$ cat config.mk
export PLATFORM = sky130hd
export DESIGN_NAME = mem_port_arbiter
export DESIGN_NICKNAME = d
export VERILOG_FILES = /design/src/rtl/mem_port_arbiter.sv
export SDC_FILE = /design/constraint.sdc
export NUM_CORES = 1
export LEC_CHECK = 0
export BUFFER_PORTS_ARGS = -buffer_cell sky130_fd_sc_hd__buf_2
export CAP_MARGIN = 5
export CELL_PAD_IN_SITES_DETAIL_PLACEMENT = 0
export CELL_PAD_IN_SITES_GLOBAL_PLACEMENT = 2
export CORE_MARGIN = 1.5
export CORE_UTILIZATION = 24
export DETAILED_ROUTE_END_ITERATION = 12
export PLACE_DENSITY = 0.87
export SLEW_MARGIN = 40
export SYNTH_ARGS = -nofsm -noshare
export SYNTH_HDL_FRONTEND = slang
export SYNTH_SLANG_ARGS = --single-unit
$ cat constraint.sdc
create_clock -name clk -period 2.7 [get_ports clk]
set_clock_uncertainty 0.1 [all_clocks]
set_input_delay 0.27 -clock clk [delete_from_list [all_inputs] [get_ports clk]]
set_output_delay 0.27 -clock clk [all_outputs]
set_load 0.02 [all_outputs]
$ cat src/rtl/mem_port_arbiter.sv
// Memory port arbiter: shares one memory request port between the I-cache
// and the D-cache. One transaction in flight at a time, round-robin on ties,
// every output registered, per-requester completion counters for debug.
module mem_port_arbiter #(
  parameter int ADDR_W = 32,
  parameter int DATA_W = 32,
  parameter int CNT_W  = 16
) (
  input  logic              clk,
  input  logic              rst,
  // I-cache side
  input  logic [ADDR_W-1:0] ic_req_addr,
  input  logic              ic_req_valid,
  input  logic              ic_req_wr,
  input  logic [DATA_W-1:0] ic_wr_data,
  output logic [DATA_W-1:0] ic_rd_data,
  output logic              ic_req_ready,
  // D-cache side
  input  logic [ADDR_W-1:0] dc_req_addr,
  input  logic              dc_req_valid,
  input  logic              dc_req_wr,
  input  logic [DATA_W-1:0] dc_wr_data,
  output logic [DATA_W-1:0] dc_rd_data,
  output logic              dc_req_ready,
  // Memory side
  output logic [ADDR_W-1:0] mem_req_addr,
  output logic [DATA_W-1:0] mem_wr_data,
  output logic              mem_req_valid,
  output logic              mem_req_wr,
  input  logic [DATA_W-1:0] mem_req_data,
  input  logic              mem_req_ready,
  // Performance counters
  output logic [CNT_W-1:0]  ic_done_cnt,
  output logic [CNT_W-1:0]  dc_done_cnt
);

  typedef enum logic [1:0] {
    ST_IDLE,
    ST_BUSY_IC,
    ST_BUSY_DC,
    ST_DONE
  } state_e;

  typedef enum logic {
    GNT_IC,
    GNT_DC
  } grant_e;

  state_e              state_q,         state_d;
  grant_e              last_grant_q,    last_grant_d;
  logic [ADDR_W-1:0]   mem_req_addr_q,  mem_req_addr_d;
  logic [DATA_W-1:0]   mem_wr_data_q,   mem_wr_data_d;
  logic                mem_req_valid_q, mem_req_valid_d;
  logic                mem_req_wr_q,    mem_req_wr_d;
  logic [DATA_W-1:0]   ic_rd_data_q,    ic_rd_data_d;
  logic                ic_req_ready_q,  ic_req_ready_d;
  logic [DATA_W-1:0]   dc_rd_data_q,    dc_rd_data_d;
  logic                dc_req_ready_q,  dc_req_ready_d;
  logic [CNT_W-1:0]    ic_done_cnt_q,   ic_done_cnt_d;
  logic [CNT_W-1:0]    dc_done_cnt_q,   dc_done_cnt_d;
  logic                grant_ic,        grant_dc;

  // Next-state and output computation for the arbitration FSM.
  always_comb begin
    // NOTE: every signal gets its hold value first, so no path through the
    // case statement can leave one unassigned and infer a latch.
    state_d         = state_q;
    last_grant_d    = last_grant_q;
    mem_req_addr_d  = mem_req_addr_q;
    mem_wr_data_d   = mem_wr_data_q;
    mem_req_valid_d = mem_req_valid_q;
    mem_req_wr_d    = mem_req_wr_q;
    ic_rd_data_d    = ic_rd_data_q;
    dc_rd_data_d    = dc_rd_data_q;
    ic_req_ready_d  = 1'b0;
    dc_req_ready_d  = 1'b0;
    ic_done_cnt_d   = ic_done_cnt_q;
    dc_done_cnt_d   = dc_done_cnt_q;

    // On a tie the requester that did not win last time takes the port.
    grant_ic = ic_req_valid && (!dc_req_valid || (last_grant_q == GNT_DC));
    grant_dc = dc_req_valid && !grant_ic;

    unique case (state_q)
      ST_IDLE: begin
        if (grant_ic) begin
          mem_req_addr_d  = ic_req_addr;
          mem_wr_data_d   = ic_wr_data;
          mem_req_wr_d    = ic_req_wr;
          mem_req_valid_d = 1'b1;
          last_grant_d    = GNT_IC;
          state_d         = ST_BUSY_IC;
        end else if (grant_dc) begin
          mem_req_addr_d  = dc_req_addr;
          mem_wr_data_d   = dc_wr_data;
          mem_req_wr_d    = dc_req_wr;
          mem_req_valid_d = 1'b1;
          last_grant_d    = GNT_DC;
          state_d         = ST_BUSY_DC;
        end
      end

      // Request fields are already latched; requester inputs are ignored
      // until memory answers, however long that takes.
      ST_BUSY_IC: begin
        if (mem_req_ready) begin
          mem_req_valid_d = 1'b0;
          ic_rd_data_d    = mem_req_data;
          ic_req_ready_d  = 1'b1;
          ic_done_cnt_d   = ic_done_cnt_q + CNT_W'(1);
          state_d         = ST_DONE;
        end
      end

      ST_BUSY_DC: begin
        if (mem_req_ready) begin
          mem_req_valid_d = 1'b0;
          dc_rd_data_d    = mem_req_data;
          dc_req_ready_d  = 1'b1;
          dc_done_cnt_d   = dc_done_cnt_q + CNT_W'(1);
          state_d         = ST_DONE;
        end
      end

      // The ready pulse is visible during this cycle; no grant is made so
      // the finished requester has a cycle to drop its valid.
      ST_DONE: begin
        state_d = ST_IDLE;
      end

      default: begin
        state_d = ST_IDLE;
      end
    endcase
  end

  // State and output registers with synchronous reset; reset abandons any
  // transaction in flight and takes priority over a same-cycle completion.
  always_ff @(posedge clk) begin
    // NOTE: non-blocking assignments so every register samples the values
    // from before this edge, independent of statement order.
    if (rst) begin
      state_q         <= ST_IDLE;
      last_grant_q    <= GNT_DC;
      mem_req_addr_q  <= '0;
      mem_wr_data_q   <= '0;
      mem_req_valid_q <= 1'b0;
      mem_req_wr_q    <= 1'b0;
      ic_rd_data_q    <= '0;
      ic_req_ready_q  <= 1'b0;
      dc_rd_data_q    <= '0;
      dc_req_ready_q  <= 1'b0;
      ic_done_cnt_q   <= '0;
      dc_done_cnt_q   <= '0;
    end else begin
      state_q         <= state_d;
      last_grant_q    <= last_grant_d;
      mem_req_addr_q  <= mem_req_addr_d;
      mem_wr_data_q   <= mem_wr_data_d;
      mem_req_valid_q <= mem_req_valid_d;
      mem_req_wr_q    <= mem_req_wr_d;
      ic_rd_data_q    <= ic_rd_data_d;
      ic_req_ready_q  <= ic_req_ready_d;
      dc_rd_data_q    <= dc_rd_data_d;
      dc_req_ready_q  <= dc_req_ready_d;
      ic_done_cnt_q   <= ic_done_cnt_d;
      dc_done_cnt_q   <= dc_done_cnt_d;
    end
  end

  assign mem_req_addr  = mem_req_addr_q;
  assign mem_wr_data   = mem_wr_data_q;
  assign mem_req_valid = mem_req_valid_q;
  assign mem_req_wr    = mem_req_wr_q;
  assign ic_rd_data    = ic_rd_data_q;
  assign ic_req_ready  = ic_req_ready_q;
  assign dc_rd_data    = dc_rd_data_q;
  assign dc_req_ready  = dc_req_ready_q;
  assign ic_done_cnt   = ic_done_cnt_q;
  assign dc_done_cnt   = dc_done_cnt_q;

endmodule

==> run summary <==
Setup repair after global routing left no endpoint under its margin. The worst setup path is captured at a register. The synthesized netlist occupies a cell area of 6780 um2. STA puts the critical path data required time at 2.97 ns. The routed design uses 11.0 mm of met2 wire.

The net count of the mapped netlist is 1024. The number of global-route vias before repair is 6862. The area of all placed cells without fillers came out at 10400 um2. In this run, post-CTS hold repair placed 105 buffers. The final setup violation count is 0. The total count of hold-check failures in the final report is 0. Counting flops and latches in the post-synthesis netlist gives 167. The clock transition at the registers of the reported paths came out at 0.07 ns. The largest buffer count on any clock path came out at 2. The final weighted congestion in routability-driven placement came out at 0.726. The length of routed met3 wiring is 1.87 mm. The fraction of the core area covered by cells at the end of the flow is 37.6%.

The critical path goes through inv_1, ha_1, nor2b_4, buf_12, nor2_1, a311oi_1, dlygate4sd3_1. The number of vias after detailed routing came out at 7392. The run finished with clean final reports. The upper clock frequency limit came out at 423 MHz. The number of setup buffers added after CTS is 0. The synthesized design contains 0 enable-type register cells. The share of final-layout standard cells stronger than drive strength 1 is 30.7%. The analysis attributes to cell leakage a power of 4.63 nW.

For the pin with the worst max-slew slack, the measured transition is 0.799 ns. The synthesized area divided by synthesized cell count is 7.97 um2. The post-route clock period utilization is 87.5%. For this run, asynchronously set or reset flops after synthesis account for 0%. The number of DRC violations after detailed routing is 0. The number of violations of the max-capacitance limit came out at 0. The delay of the slowest critical-path stage is 0.57 ns. Measured against its own limit, the worst slew margin works out to 46.7%. The peak ir drop on the vdd network came out at 0.429 mV. During synthesis, Yosys emitted a total of 0 warnings. The first detailed-routing pass ran for 4 iterations.

The power density over cell area is 854 nW/um2. The slowest stage of the critical path belongs to the cell sky130_fd_sc_hd__dlygate4sd3_1. The overall overflow remaining after global route is 0. The worst setup path is launched from a register.

The arrival time at the worst endpoint is 2.63 ns. The estimated wirelength of the detail-placed design came out at 15.7 mm. The detailed router finished its first iteration with 314 violations. Counting both buffers and inverters, the worst setup path holds a total of 3. Using the TritonRoute via totals, the vias-per-cell ratio works out to 4.51. The H-tree was split into 4 levels. The number of antenna repair diodes came out at 0. The number of max-slew violations in the final report is 0. The wire length of the first global-routing pass came out at 35.5 mm. The number of cells produced by synthesis is 851. The number of buffers created by CTS is 17. The average wire length per cell after detail routing is 14.3 um. The number of distinct library cells after synthesis came out at 40. The clock root buffer is sky130_fd_sc_hd__clkbuf_16. The commonest cells after synthesis are sky130_fd_sc_hd__nand2_1 (208), sky130_fd_sc_hd__dfxtp_1 (167), sky130_fd_sc_hd__nor2_1 (93). The floorplan has 61 rows. The worst register-to-register path begins at state_q[0]$_SDFFE_PP0P_. TritonCTS built the clock tree.

The width of the chip is 171 um. The worst-path maximum fanout is 105. The clock period minus final worst setup slack is 2.36 ns.

The accumulated negative setup slack came out at 0 ns. The global routing usage summed across all routing layers came out at 15.5%. The class of the worst hold path is in2reg.

The largest net degree at the start of global routing came out at 106. The number of antenna violations at the first check in global routing came out at 1. The top flip-flop cell by instance count after synthesis is sky130_fd_sc_hd__dfxtp_1. Summing all placed instances gives a cell area of 8810 um2. On the critical path the largest part of the delay comes from buffers and inverters. The vertical extent of the die is 171 um.

The worst hold path terminates at mem_req_addr[12]$_SDFFE_PP0P_. The area share of the leading cell type in the synthesized netlist came out at 49.3%. The worst register-to-register path ends at mem_req_addr[29]$_SDFFE_PP0P_. For this run, the register share of the synthesized area comes to 49.3%. By area the synthesized netlist is led by sky130_fd_sc_hd__dfxtp_1 (49%), sky130_fd_sc_hd__nand2_1 (12%), sky130_fd_sc_hd__a311oi_1 (8.6%). The clock net in this run drives a total of 167 sinks.

In this run the most critical hold path is launched from ic_req_addr[12]. The full die area is 29300 um2. Across all register-to-register paths, the minimum setup slack is 0.34 ns. The number of standard cells in the final layout excluding fillers came out at 1640. Measured in cells, the most critical reg-to-reg path has a length of 7. In this run the top signal layer used is met5. Including well taps, the total number of placed cells is 1503. The initial core utilization came out at 24.4%. The length of routed wiring on met1 is 10.3 mm. At the end of the flow, the number of nets in the layout was 1422.

The number of antenna-violating nets in the routed design is 0. For this design the top-level I/O count stands at 331. Of all cell types, the one taking the most synthesized area is sky130_fd_sc_hd__dfxtp_1.

The quantity of I/O buffers inserted on ports is 330. Clock latency on the worst-skew pair, taken at its later pin, is 0.42 ns. The final layout contains routed wiring with a total length of 23.5 mm.

The placeable core region came out at 27800 um2. The start-to-end type of the worst setup path is reg2reg. The number of gates resized after CTS is 0.

The most instantiated library cell after synthesis is sky130_fd_sc_hd__nand2_1. Relative to the synthesized area, the layout overhead comes to 54.0%. The depth of the worst hold-timing path is 3.
[power by group]
group / total, mW / internal [mW] / switching [mW]
logic: 3.24 / 1.19 / 2.05
clock network: 2.47 / 1.42 / 1.05
registers: 3.21 / 2.97 / 0.237
[layout make-up]
type                    instances  area [um2]
fillers                      2995       17300
flip-flops and latches        167        3340
multi-input cells             606        3150
repair buffers                451        2880
well taps                     378         473
clock buffers                  22         464
clock inverters                10         119
inverters                       6        22.5
[per-layer routing]
| metal | global-route usage (%) | vias to the layer above |
|---|---|---|
| li1 | - | 3734 |
| met2 | 26.5 | 236 |
| met4 | 4.20 | 2 |
| met3 | 5.55 | 13 |
| met1 | 18.3 | 3407 |
| met5 | 0 | - |
[stage by stage]
step	setup slack [ns]	total power [mW]	hold slack, ns
6_report	0.338	8.92	0.0311
3_5_place_dp	0.663	6.36	0.344
5_1_grt	0.176	9.52	0.00399
3_3_place_gp	0.689	6.33	0.339
2_1_floorplan	0.718	5.29	0.306
4_1_cts	0.338	9.08	0.000144
[kinds of logic (layout without fill, tap and decap cells)]
logic type | Yosys count | count (layout) | share of synthesized area, %
compound gates | 159 | 159 | 15.8
xor+xnor | 16 | 16 | 2.07
fa+ha+maj | 6 | 6 | 1.11
buf+inv | 78 | 489 | 4.48
flops | 167 | 167 | 49.3
mux | 4 | 4 | 0.664
simple gates | 421 | 421 | 26.6
[sequential cells by signal, summed over array words and instances, names as in the netlist]
name           flops
mem_req_wr         1
dc_req_ready       1
state_q            2
ic_done_cnt       16
mem_req_addr      32
ic_rd_data        32
mem_req_valid      1
dc_done_cnt       16
ic_req_ready       1
last_grant_q       1
dc_rd_data        32
mem_wr_data       32
[worst register-to-register path, stage by stage (launching register included)]
cell and delay, ns:
sky130_fd_sc_hd__dfxtp_1 0.32, sky130_fd_sc_hd__inv_1 0.10, sky130_fd_sc_hd__ha_1 0.27, sky130_fd_sc_hd__nor2b_4 0.22, sky130_fd_sc_hd__buf_12 0.34, sky130_fd_sc_hd__nor2_1 0.16, sky130_fd_sc_hd__a311oi_1 0.24, sky130_fd_sc_hd__dlygate4sd3_1 0.57
[worst max-delay path by stage]
stage	from	to	slack, ns	depth (start not counted)
2_1_floorplan	state_q[0]$_SDFFE_PP0P_	dc_done_cnt[15]$_SDFFE_PP0P_	0.72	6
3_3_place_gp	state_q[0]$_SDFFE_PP0P_	dc_done_cnt[12]$_SDFFE_PP0P_	0.69	6
3_5_place_dp	state_q[0]$_SDFFE_PP0P_	dc_done_cnt[14]$_SDFFE_PP0P_	0.66	6
4_1_cts	state_q[0]$_SDFFE_PP0P_	mem_wr_data[6]$_SDFFE_PP0P_	0.34	7
5_1_grt	state_q[0]$_SDFFE_PP0P_	mem_req_addr[29]$_SDFFE_PP0P_	0.18	7
6_report	state_q[0]$_SDFFE_PP0P_	mem_req_addr[29]$_SDFFE_PP0P_	0.34	7
[cell usage in the layout (no fill, tap or decap), types with 4 or more instances in the layout]
cell,netlist,routed
sky130_fd_sc_hd__clkbuf_16,0,17
sky130_fd_sc_hd__o21ai_0,6,6
sky130_fd_sc_hd__or3_1,6,6
sky130_fd_sc_hd__nand4_1,6,6
sky130_fd_sc_hd__nand2_1,208,207
sky130_fd_sc_hd__inv_1,6,6
sky130_fd_sc_hd__buf_2,6,329
sky130_fd_sc_hd__buf_12,0,4
sky130_fd_sc_hd__buf_4,1,13
sky130_fd_sc_hd__xnor2_1,9,9
sky130_fd_sc_hd__nand2b_1,5,4
sky130_fd_sc_hd__nand3_1,76,76
sky130_fd_sc_hd__dfxtp_1,167,167
sky130_fd_sc_hd__nor2_1,93,93
sky130_fd_sc_hd__a21oi_1,78,78
sky130_fd_sc_hd__mux2_2,4,4
sky130_fd_sc_hd__ha_1,6,6
sky130_fd_sc_hd__dlygate4sd3_1,0,105
sky130_fd_sc_hd__nor3_1,7,7
sky130_fd_sc_hd__a311oi_1,67,67
sky130_fd_sc_hd__xor2_1,7,7
sky130_fd_sc_hd__nor2b_1,5,4
Note: power is estimated with default switching activity, not from simulation.
